<file path="config.mk">
export PLATFORM = sky130hd
export DESIGN_NAME = fb_port_a_ctrl
export DESIGN_NICKNAME = d
export VERILOG_FILES = /design/src/rtl/fb_port_a_ctrl.sv
export SDC_FILE = /design/constraint.sdc
export NUM_CORES = 1
export LEC_CHECK = 0
export CAP_MARGIN = 0
export CELL_PAD_IN_SITES_DETAIL_PLACEMENT = 0
export CELL_PAD_IN_SITES_GLOBAL_PLACEMENT = 1
export CORE_ASPECT_RATIO = 1.2
export CORE_UTILIZATION = 42
export CTS_CLUSTER_SIZE = 12
export DETAILED_ROUTE_END_ITERATION = 12
export HOLD_SLACK_MARGIN = 0.08
export PLACE_DENSITY_LB_ADDON = 0.25
export SETUP_SLACK_MARGIN = 0.15
export SLEW_MARGIN = 20
export SYNTH_ARGS = -nofsm -noshare
export SYNTH_HDL_FRONTEND = slang
export SYNTH_SLANG_ARGS = --single-unit
</file>
<file path="constraint.sdc">
create_clock -name CLK -period 4.5 [get_ports CLK]
set_input_delay 1.35 -clock CLK [delete_from_list [all_inputs] [get_ports CLK]]
set_output_delay 1.35 -clock CLK [all_outputs]
set_load 0.01 [all_outputs]
</file>
<file path="src/rtl/fb_port_a_ctrl.sv">
// Port A sequencer for the 1-bit frame buffer: arbitrates CPU pixel accesses
// against a whole-frame fill engine (clear, set, checkerboard, invert).
//   state    | meaning
//   IDLE     | serve CPU requests, wait for FILL_START
//   FILL     | write one constant/checker pixel per cycle
//   INV_RD   | issue read of the pixel to invert
//   INV_WAIT | BRAM read latency
//   INV_WR   | write back the inverted pixel
//   DONE     | pulse FILL_DONE, drop FILL_BUSY
module fb_port_a_ctrl #(
    parameter int X_WIDTH    = 8,
    parameter int Y_WIDTH    = 7,
    parameter int ADDR_WIDTH = 15
) (
    input  logic                  CLK,
    input  logic                  RESET,
    input  logic                  CPU_REQ,
    input  logic                  CPU_WE,
    input  logic [X_WIDTH-1:0]    CPU_X,
    input  logic [Y_WIDTH-1:0]    CPU_Y,
    input  logic                  CPU_DATA,
    output logic                  CPU_ACK,
    output logic                  CPU_RDATA,
    output logic                  CPU_RVALID,
    input  logic                  FILL_START,
    input  logic [1:0]            FILL_MODE,
    output logic                  FILL_BUSY,
    output logic                  FILL_DONE,
    output logic [ADDR_WIDTH-1:0] FB_ADDR,
    output logic                  FB_DATA_IN,
    output logic                  FB_WE,
    input  logic                  FB_DATA_OUT
);

    typedef enum logic [2:0] {
        ST_IDLE,
        ST_FILL,
        ST_INV_RD,
        ST_INV_WAIT,
        ST_INV_WR,
        ST_DONE
    } state_t;

    state_t                state_q, state_d;
    logic [ADDR_WIDTH-1:0] cnt_q, cnt_d;
    logic [ADDR_WIDTH-1:0] addr_q, addr_d;
    logic [1:0]            mode_q, mode_d;
    logic                  start_pend_q, start_pend_d;
    logic                  din_q, din_d;
    logic                  we_q, we_d;
    logic                  ack_q, ack_d;
    logic                  rd1_q, rd1_d;
    logic                  rd2_q, rd2_d;
    logic                  rvalid_q, rvalid_d;
    logic                  rdata_q, rdata_d;
    logic                  busy_q, busy_d;
    logic                  done_q, done_d;
    logic                  cpu_grant;
    logic                  fill_val;
    logic                  cnt_last;
    logic [1:0]            start_mode;

    assign cnt_last = (cnt_q == {ADDR_WIDTH{1'b1}});

    always_comb begin
        case (mode_q)
            2'b01:   fill_val = 1'b1;
            2'b10:   fill_val = cnt_q[0] ^ cnt_q[X_WIDTH];
            default: fill_val = 1'b0;
        endcase
    end

    always_comb begin
        state_d      = state_q;
        cnt_d        = cnt_q;
        addr_d       = addr_q;
        mode_d       = mode_q;
        start_pend_d = 1'b0;
        din_d        = din_q;
        we_d         = 1'b0;
        ack_d        = 1'b0;
        rd1_d        = 1'b0;
        rd2_d        = rd1_q;
        // Read data is sampled two edges after the grant, independent of state.
        rvalid_d     = rd2_q;
        rdata_d      = rd2_q ? FB_DATA_OUT : rdata_q;
        busy_d       = busy_q;
        done_d       = 1'b0;
        cpu_grant    = 1'b0;
        start_mode   = start_pend_q ? mode_q : FILL_MODE;

        case (state_q)
            ST_IDLE: begin
                if (CPU_REQ && !start_pend_q) begin
                    cpu_grant = 1'b1;
                    if (FILL_START) begin
                        mode_d       = FILL_MODE;
                        start_pend_d = 1'b1;
                    end
                end else if (FILL_START || start_pend_q) begin
                    mode_d  = start_mode;
                    cnt_d   = '0;
                    busy_d  = 1'b1;
                    state_d = (start_mode == 2'b11) ? ST_INV_RD : ST_FILL;
                end
            end
            ST_FILL: begin
                if (CPU_REQ) begin
                    cpu_grant = 1'b1;
                end else begin
                    addr_d = cnt_q;
                    we_d   = 1'b1;
                    din_d  = fill_val;
                    cnt_d  = cnt_q + 1'b1;
                    if (cnt_last) state_d = ST_DONE;
                end
            end
            ST_INV_RD: begin
                if (CPU_REQ) begin
                    cpu_grant = 1'b1;
                end else begin
                    addr_d  = cnt_q;
                    state_d = ST_INV_WAIT;
                end
            end
            ST_INV_WAIT: state_d = ST_INV_WR;
            ST_INV_WR: begin
                addr_d  = cnt_q;
                we_d    = 1'b1;
                din_d   = ~FB_DATA_OUT;
                cnt_d   = cnt_q + 1'b1;
                state_d = cnt_last ? ST_DONE : ST_INV_RD;
            end
            ST_DONE: begin
                done_d  = 1'b1;
                busy_d  = 1'b0;
                state_d = ST_IDLE;
            end
            default: state_d = ST_IDLE;
        endcase

        if (cpu_grant) begin
            addr_d = {CPU_Y, CPU_X};
            we_d   = CPU_WE;
            din_d  = CPU_WE ? CPU_DATA : din_q;
            ack_d  = 1'b1;
            rd1_d  = ~CPU_WE;
        end
    end

    always_ff @(posedge CLK or posedge RESET) begin
        if (RESET) begin
            state_q      <= ST_IDLE;
            cnt_q        <= '0;
            addr_q       <= '0;
            mode_q       <= 2'b00;
            start_pend_q <= 1'b0;
            din_q        <= 1'b0;
            we_q         <= 1'b0;
            ack_q        <= 1'b0;
            rd1_q        <= 1'b0;
            rd2_q        <= 1'b0;
            rvalid_q     <= 1'b0;
            rdata_q      <= 1'b0;
            busy_q       <= 1'b0;
            done_q       <= 1'b0;
        end else begin
            state_q      <= state_d;
            cnt_q        <= cnt_d;
            addr_q       <= addr_d;
            mode_q       <= mode_d;
            start_pend_q <= start_pend_d;
            din_q        <= din_d;
            we_q         <= we_d;
            ack_q        <= ack_d;
            rd1_q        <= rd1_d;
            rd2_q        <= rd2_d;
            rvalid_q     <= rvalid_d;
            rdata_q      <= rdata_d;
            busy_q       <= busy_d;
            done_q       <= done_d;
        end
    end

    assign CPU_ACK    = ack_q;
    assign CPU_RDATA  = rdata_q;
    assign CPU_RVALID = rvalid_q;
    assign FILL_BUSY  = busy_q;
    assign FILL_DONE  = done_q;
    assign FB_ADDR    = addr_q;
    assign FB_DATA_IN = din_q;
    assign FB_WE      = we_q;

endmodule

</file>
# Word level (Yosys, flattened, before mapping)

Cells that the tools add are included.

Flip-flop bits (word level): 45
Bits in latches: 0
RAM bits: 0
ROM bits: 0
Word-level logic and storage cells: 91
Memories kept: 0

Add/sub/neg operators: 1
Multiply operators: 0
Div/mod/pow operators: 0
$lt $le $gt $ge: 0
Equal/unequal tests: 18
Shift-type cells: 0
Muxes and demuxes: 39
Bitwise logic cells: 3
Reduce and logical (&&, ||, !) cells: 16

Operator list:

| cell                  | count |
|---|---|
| $mux 15               | 5 |
| $pmux 15 s3           | 1 |
| $pmux 15 s2           | 1 |
| $mux 3                | 6 |
| $add 15x1->15 const B | 1 |
| $eq 15x15->1 const B  | 1 |
| $mux 1                | 15 |
| $pmux 3 s5            | 1 |
| $ne 2x2->1 const B    | 7 |
| $mux 2                | 5 |
| $pmux 1 s2            | 5 |
| $reduce_and 3->1      | 3 |
| $reduce_bool 3->1     | 3 |
| $eq 3x2->1 const B    | 2 |
| $eq 3x3->1 const B    | 2 |
| $reduce_and 5->1      | 1 |
| $eq 2x2->1 const B    | 2 |
| $reduce_and 4->1      | 1 |
| $reduce_bool 2->1     | 2 |
| $eq 3x1->1 const B    | 1 |
| $logic_not 3->1       | 1 |
| $ne 3x2->1 const B    | 1 |
| $ne 3x3->1 const B    | 1 |
| $eq 2x1->1 const B    | 1 |
| other kinds (7)       | 8 |

# Longest topological paths before layout

Word-level depth: 6
Mapped depth: 7

# Least setup slack after synthesis

OpenSTA, ideal clock, no wires.

Kind: in2reg
Start: in CPU_REQ
End: reg cnt_q[14]
Library setup time: 77 ps
Arrival time: 2225 ps
Slack: 2197 ps
Stages on the path: 5
Cell sequence: o21bai_1 o22ai_2 nand3_1 or3_1 a21oi_1

Word-level cells in the longest chain between the ends: 3
Elaborated cells on any way between the ends: 4
Classes of those cells: 2 x eq/ne; 2 x reduce/logical

Ends and longest elaborated chain:

| element                        | line | RTL |
|---|---|---|
| start, declared                | 17   | `input logic CPU_REQ,` |
| $logic_and 1x1->1              | 94   | `if (CPU_REQ && !start_pend_q) begin` |
| $ne 2x2->1 (no line)           | -    |  |
| $reduce_and 4->1 (no line) (*) | -    |  |
| end signal, assigned           | 169  | `cnt_q <= cnt_d;` |
| end, declared                  | 45   | `logic [ADDR_WIDTH-1:0] cnt_q, cnt_d;` |

Every way passes the cells marked *; elsewhere a longest branch is shown, timed or not.
A chain may end at the register's enable or synchronous reset.

# Worst setup path after layout

Same ends and word-level chain as after synthesis.

==> flow_summary.toml <==
[run_status]
status = "finished clean"

[critical_path]
cp.required_ns = 4.72
crit_path_max_fanout = 13
crit_path_end_kind = "flop"
startpoint_type = "primary input"
arrival_ns = 3.16
criticalPathCategory = "in2reg"

[route]
wl_um = 4430
vias = 1667
topRoutingLayerUsed = "met4"
dr_wl_met2_um = 1980
remaining_drc_errors = 0
firstDrtPassIters = 4
antenna_left = 0
wl_met1_um = 2220
wl_met3_um = 170
via_per_inst = 5.11
drt_iter0_markers = 93
wl_per_cell_um = 13.6

[timing]
rsz0062_at_grt = "no"
drv_slew = 0
hold_violations = 0
setup_viol = 0
setup_tns_ns = 0
period_needed_ns = 2.93
fmax_mhz = 341
skew_ns = 0.00527
tightest_slew_ns = 0.808
slew_headroom = 0.459
timing.hold.ws_ns = 0.367
fin_crit_sh = 0.652
setup_ws_ns = 1.57

[placement]
port_buffers = 45
gp_congestion = 0.737
post-dp-hpwl_um = 3120
dp_slack_ns = 1.26
dpl_cell_area_um2 = 2700

[synthesis]
synth-edff-count = 0
ys_ff_latch = 45
synthFlopType = "dfrtp_1"
synth_area_leaders = "dfrtp_1 51%, mux2i_1 6.7%, nor2_1 5.7%, a21oi_1 5.2%, xor2_1 3.9%"
ys_warn_count = 0
synthArstFlopShare = 1.00
synth_cells = 221
synth_nets = 248
synth-seq-area-share = 0.506
netlist.area_leader.share = 0.506
ys_types = 38
syn-cell-area_um2 = 2220
syn_area_per_cell_um2 = 10.1
yosys.area.top_type = "dfrtp_1"

[cts]
cts_max_level = 2
cts_buffers = 5
cts.clk_slew.worst_paths_ns = 0.08
clkLatencyLatePin_ns = 0.30
cts-resized-gates = 0
cts_setup_buffers = 0
clk_path_buf_depth = 2
cts_root_buf = "clkbuf_8"
cts_tree = "yes"
hold_buffers = 0
cts.sinks = 45

[die]
ios = 46
rows = 28
core_um2 = 5010
die_w_um = 68.4
dieArea_um2 = 5590
initial_utilization = 0.444
die_height_um = 81.7

[run]
cap_violations = 0

[power]
p_per_area_nw_per_um2 = 383
ir_worst_vdd_mv = 0.159
cellLeakagePower_nw = 1.26

[layout]
fin_area_um2 = 2800
syn_to_final_growth_pct = 26.0
nNetsFinal = 293
diodes = 0
drive_above_1_share = 0.0789

[grt]
grt_max_degree = 46
grt_pass1_vias = 1606
antenna_found_initial = 0
grt_first_pass_wirelength_um = 7490
grt_use_total = 0.179
overflow = 0

[hold_path]
hp-class = "reg2reg"
==> stage by stage <==
| step | cells | total power [W] | util |
|---|---|---|---|
| floorplan | 221 | 0.000672 | - |
| global placement | 319 | 0.000781 | 0.539 |
| detailed placement | 319 | 0.000789 | 0.539 |
| CTS | 326 | 0.00109 | 0.560 |
| global route | 326 | 0.00114 | 0.560 |
| finish | 326 | 0.00107 | 0.560 |
==> path summary, 6_finish.rpt <==
kind                                        startpoint                     end  slack [ns]  depth (start not counted)
min in group asynchronous                        RESET   CPU_RDATA$_DFFE_PP0P_        1.48                          3
worst min register to register         rd1_q$_DFF_PP0_         rd2_q$_DFF_PP0_        0.37                          0
worst min-delay path                   rd1_q$_DFF_PP0_         rd2_q$_DFF_PP0_        0.37                          0
max in group asynchronous                        RESET  FB_ADDR[7]$_DFFE_PP0P_        2.61                          3
worst max-delay path                           CPU_REQ   cnt_q[14]$_DFFE_PP0P_        1.57                          6
worst max register to register  state_q[1]$_DFFE_PP0P_  FB_ADDR[8]$_DFFE_PP0P_        2.17                          6
==> cells by family after synthesis <==
group / share of synthesized area
buffers and inverters: 0.0512
adder cells (fa/ha/maj): 0.0169
multiplexers: 0.0827
AND/OR/NAND/NOR: 0.178
XOR/XNOR: 0.0551
AO/OA/AOI/OAI: 0.110
flip-flops: 0.506
==> where the power goes <==
part           total, W  switching (W)  internal [W]  leakage (nW)
logic          0.000241      0.0000978      0.000143         0.630
registers      0.000535      0.0000630      0.000472         0.572
clock network  0.000297       0.000135      0.000161        0.0540
==> per-layer routing <==
| metal | vias up | GRT usage |
|---|---|---|
| met3 | 7 | 0.0361 |
| met2 | 31 | 0.269 |
| li1 | 851 | - |
| met4 | 0 | 0.0667 |
| met5 | - | 0 |
| met1 | 778 | 0.253 |
==> cells in the mapped netlist, drive strengths merged, types with 2 or more instances <==
cell / n
dfrtp: 45
nor2: 34
a21oi: 23
mux2i: 15
nand2: 12
xor2: 10
inv: 9
nand3: 8
nand4: 8
buf: 7
o21ai: 6
nand2b: 5
clkbuf: 4
xnor2: 4
ha: 3
mux2: 3
nor3: 3
o22ai: 3
and3: 2
nor3b: 2
nor4: 2
o211ai: 2
or3: 2
==> layout by cell type (no fill, tap or decap), types with 5 or more instances in the layout <==
cell / netlist / final
xor2_1: 10 / 10
nand2b_1: 5 / 5
a21oi_1: 23 / 23
clkdlybuf4s50_1: 0 / 45
dfrtp_1: 45 / 45
o21ai_0: 6 / 6
nand2_1: 12 / 12
nand4_1: 8 / 8
inv_1: 9 / 8
clkbuf_8: 0 / 5
nand3_1: 8 / 8
mux2i_1: 15 / 15
nor2_1: 34 / 34
==> worst max-delay path, cell delays in order <==
cell             delay (ns)
clkdlybuf4s50_1        0.46
o21bai_1               0.21
o22ai_2                0.43
nand3_1                0.21
or3_1                  0.35
a21oi_1                0.14
==> final cells by class <==
type                            instances  area, um2
Tap cell                               60       75.1
Timing Repair Buffer                   49        480
Clock buffer                            5       68.8
Inverter                                9       33.8
Clock inverter                          2       35.0
Fill cell                             488       2210
Multi-Input combinational cell        156        985
Sequential cell                        45       1130
==> sequential cells by signal, summed over array words and instances, names as in the netlist <==
| register | count |
|---|---|
| FB_ADDR | 15 |
| FILL_BUSY | 1 |
| CPU_RDATA | 1 |
| FILL_DONE | 1 |
| cnt_q | 15 |
| state_q | 3 |
| mode_q | 2 |
| rd1_q | 1 |
| start_pend_q | 1 |
| FB_DATA_IN | 1 |
| FB_WE | 1 |
| rd2_q | 1 |
| CPU_RVALID | 1 |
| CPU_ACK | 1 |
(Power assumes the default switching activity.)
==> variant (same flow settings) <==
Take the reset off `addr_q` and load it in a clocked block of its own.
--- a/src/rtl/fb_port_a_ctrl.sv
+++ b/src/rtl/fb_port_a_ctrl.sv
@@ -154,3 +154,2 @@
             cnt_q        <= '0;
-            addr_q       <= '0;
             mode_q       <= 2'b00;
@@ -169,3 +168,2 @@
             cnt_q        <= cnt_d;
-            addr_q       <= addr_d;
             mode_q       <= mode_d;
@@ -184,2 +182,6 @@
 
+    always_ff @(posedge CLK) begin
+        addr_q <= addr_d;
+    end
+
     assign CPU_ACK    = ack_q;
Behaviour: not the same (a bounded check fails within 4 cycles, from zero or initial values and one cycle with RESET high).
==> variant against the original RTL <==
  * Worst hold slack got worse by 0.011 ns
  * Power increased by 2.4%
  * Utilization increased by 0.12 points
  * Wire length decreased by 1.3%
  * Cell area decreased by 0.49%
  * Count of clock-buffer cells in the layout increased by 1
  * Area after synthesis decreased by 1.7%
  * Setup slack got worse by 0.11 ns
  * Sequential cell count unchanged
  * First-iteration DRC count decreased by 47%
  * Clock skew increased by 0.0028 ns
  * Die area decreased by 1.7%
  * Via count increased by 3.6%
  * Sequential power increased by 11%
  * Critical path type unchanged
  * Critical endpoint is now cnt_q[11]$_DFFE_PP0P_
  * Largest cell class unchanged
==> variant: results (changes against the original RTL) <==
- Outcome: completed
- Routability congestion estimate: 0.903 (+22%)
- Cell leakage power: 1.15 nW (-8.1%)
- DP Wirelength: 3110 um (-0.41%)
- Commonest cells in the netlist: nand2_1 (53), dfrtp_1 (30), nor2_1 (16)
- Vias in the first global route: 1,602 (-0.25%)
- CTS H-Tree Depth: 2 (unchanged)
- Reg-to-Reg End: state_q[1]$_DFFE_PP0P_
- # fillers: 459 (-5.9%)
- WL/cell: 13.1 um (-4.0%)
- IO buf count: 45 (unchanged)
- Sequential share of the synthesized area: 0.550 (+0.0433)
- Ant diodes: 0 (unchanged)
- CTS root buf: clkbuf_8
- Largest net degree at the start of global routing: 31 (-33%)
- Final hold slack: 0.356 ns (-0.0112 ns)
- Setup violators final: 0 (unchanged)
- Syn_nets: 255 (+2.8%)
- Crit-path max FO: 15 (+2)
- R2r setup slk: 2.31 ns (+0.14 ns)
- Peak VDD IR: 0.287 mV (+81%)
- First-pass GRT wire length: 7320 um (-2.2%)
- Worst Tran Pin Value: 0.808 ns (-0.000191 ns)
- Hold buffer count at CTS: 0 (unchanged)
- Drt pass-1 iters: 4 (unchanged)
- CP arrival: 3.23 ns (+0.07 ns)
- Ys async rst share: 0.667 (-0.333)
- Slowest stage delay, CP: 0.52 ns (+0.06 ns)
- Reg-to-Reg Start: cnt_q[0]$_DFFE_PP0P_
- Nets: 301 (+2.7%)
- Clock Tree Buf Depth: 2 (unchanged)
- Synth unique cells: 42 (+11%)
- Layout cell share with drive strength beyond 1: 0.0691 (-0.00986)
- Gr usage total: 0.181 (+0.00216)
- Vias: 1,727 (+3.6%)
- Skew final: 0.00803 ns (+0.00276 ns)
- Starting DRT DRC Count: 49 (-47%)
- EDFF count, synth: 15 (+15)
- FF-to-FF path depth: 6 (unchanged)
- Worst slack at placement: 1.14 ns (-0.117 ns)
- Worst-skew pair later-pin latency: 0.30 ns (about the same)
- Synth top area cells: dfrtp_1 (34%), edfxtp_1 (21%), nand2_1 (9.1%), a21oi_1 (3.0%), o21ai_0 (3.0%)
- Post_cts resized: 0 (unchanged)
[variant: per-stage QoR]
step                total power, mW  cells   util  cell area (um^2)
floorplan                     0.737    228      -              2190
global placement              0.860    327  0.544              2710
detailed placement            0.869    327  0.544              2710
CTS                            1.11    335  0.561              2790
global route                   1.18    335  0.561              2790
finish                         1.10    335  0.561              2790
[variant: how the worst max path moves through the flow]
stage	start	endpoint	slack (ns)	cells after the start
after global routing	FILL_START	cnt_q[11]$_DFFE_PP0P_	1.34	6
after global placement	FILL_START	cnt_q[11]$_DFFE_PP0P_	1.17	6
final	FILL_START	cnt_q[11]$_DFFE_PP0P_	1.45	6
after floorplan	CPU_REQ	FB_ADDR[0]$_DFFE_PP_	1.81	3
after detailed placement	FILL_START	cnt_q[11]$_DFFE_PP0P_	1.14	6
after CTS	FILL_START	cnt_q[11]$_DFFE_PP0P_	1.46	6
[variant: metal layers]
metal,global-route usage,up-vias,part of all wire
li1,-,888,-
met1,0.209,798,0.43
met2,0.321,33,0.51
met3,0.0421,8,0.038
met4,0.0688,0,0.020
met5,0,-,0
[variant: power breakdown]
group,internal (mW),leakage [nW],switching (mW)
Clock,0.108,0.0450,0.134
Sequential,0.514,0.545,0.0781
Combinational,0.149,0.564,0.116
Total,0.771,1.15,0.328
[variant: worst register-to-register path: cells and delay by family (launching register included)]
kind	cells	cell delay, ns
AND/OR/NAND/NOR	3	1.04
flip-flops	1	0.45
adder cells (fa/ha/maj)	1	0.25
AO/OA/AOI/OAI	2	0.34
[variant: final cells by class]
| cell class | count | share of cell area |
|---|---|---|
| clock buffer | 6 | 0.0260 |
| clock inverter | 2 | 0.00359 |
| inverter | 12 | 0.0161 |
| multi-input combinational | 161 | 0.325 |
| sequential | 45 | 0.430 |
| tap | 60 | 0.0269 |
| timing repair buffer | 49 | 0.172 |
[variant: cells by family (layout without fill, tap and decap cells)]
kind of cell             Yosys count  count (layout)  synth area share
multiplexers                       5               5            0.0252
buffers and inverters             22              69            0.0424
AO/OA/AOI/OAI                     47              47             0.136
flip-flops                        45              45             0.550
AND/OR/NAND/NOR                  100             100             0.206
adder cells (fa/ha/maj)            3               3            0.0172
XOR/XNOR                           6               6            0.0240
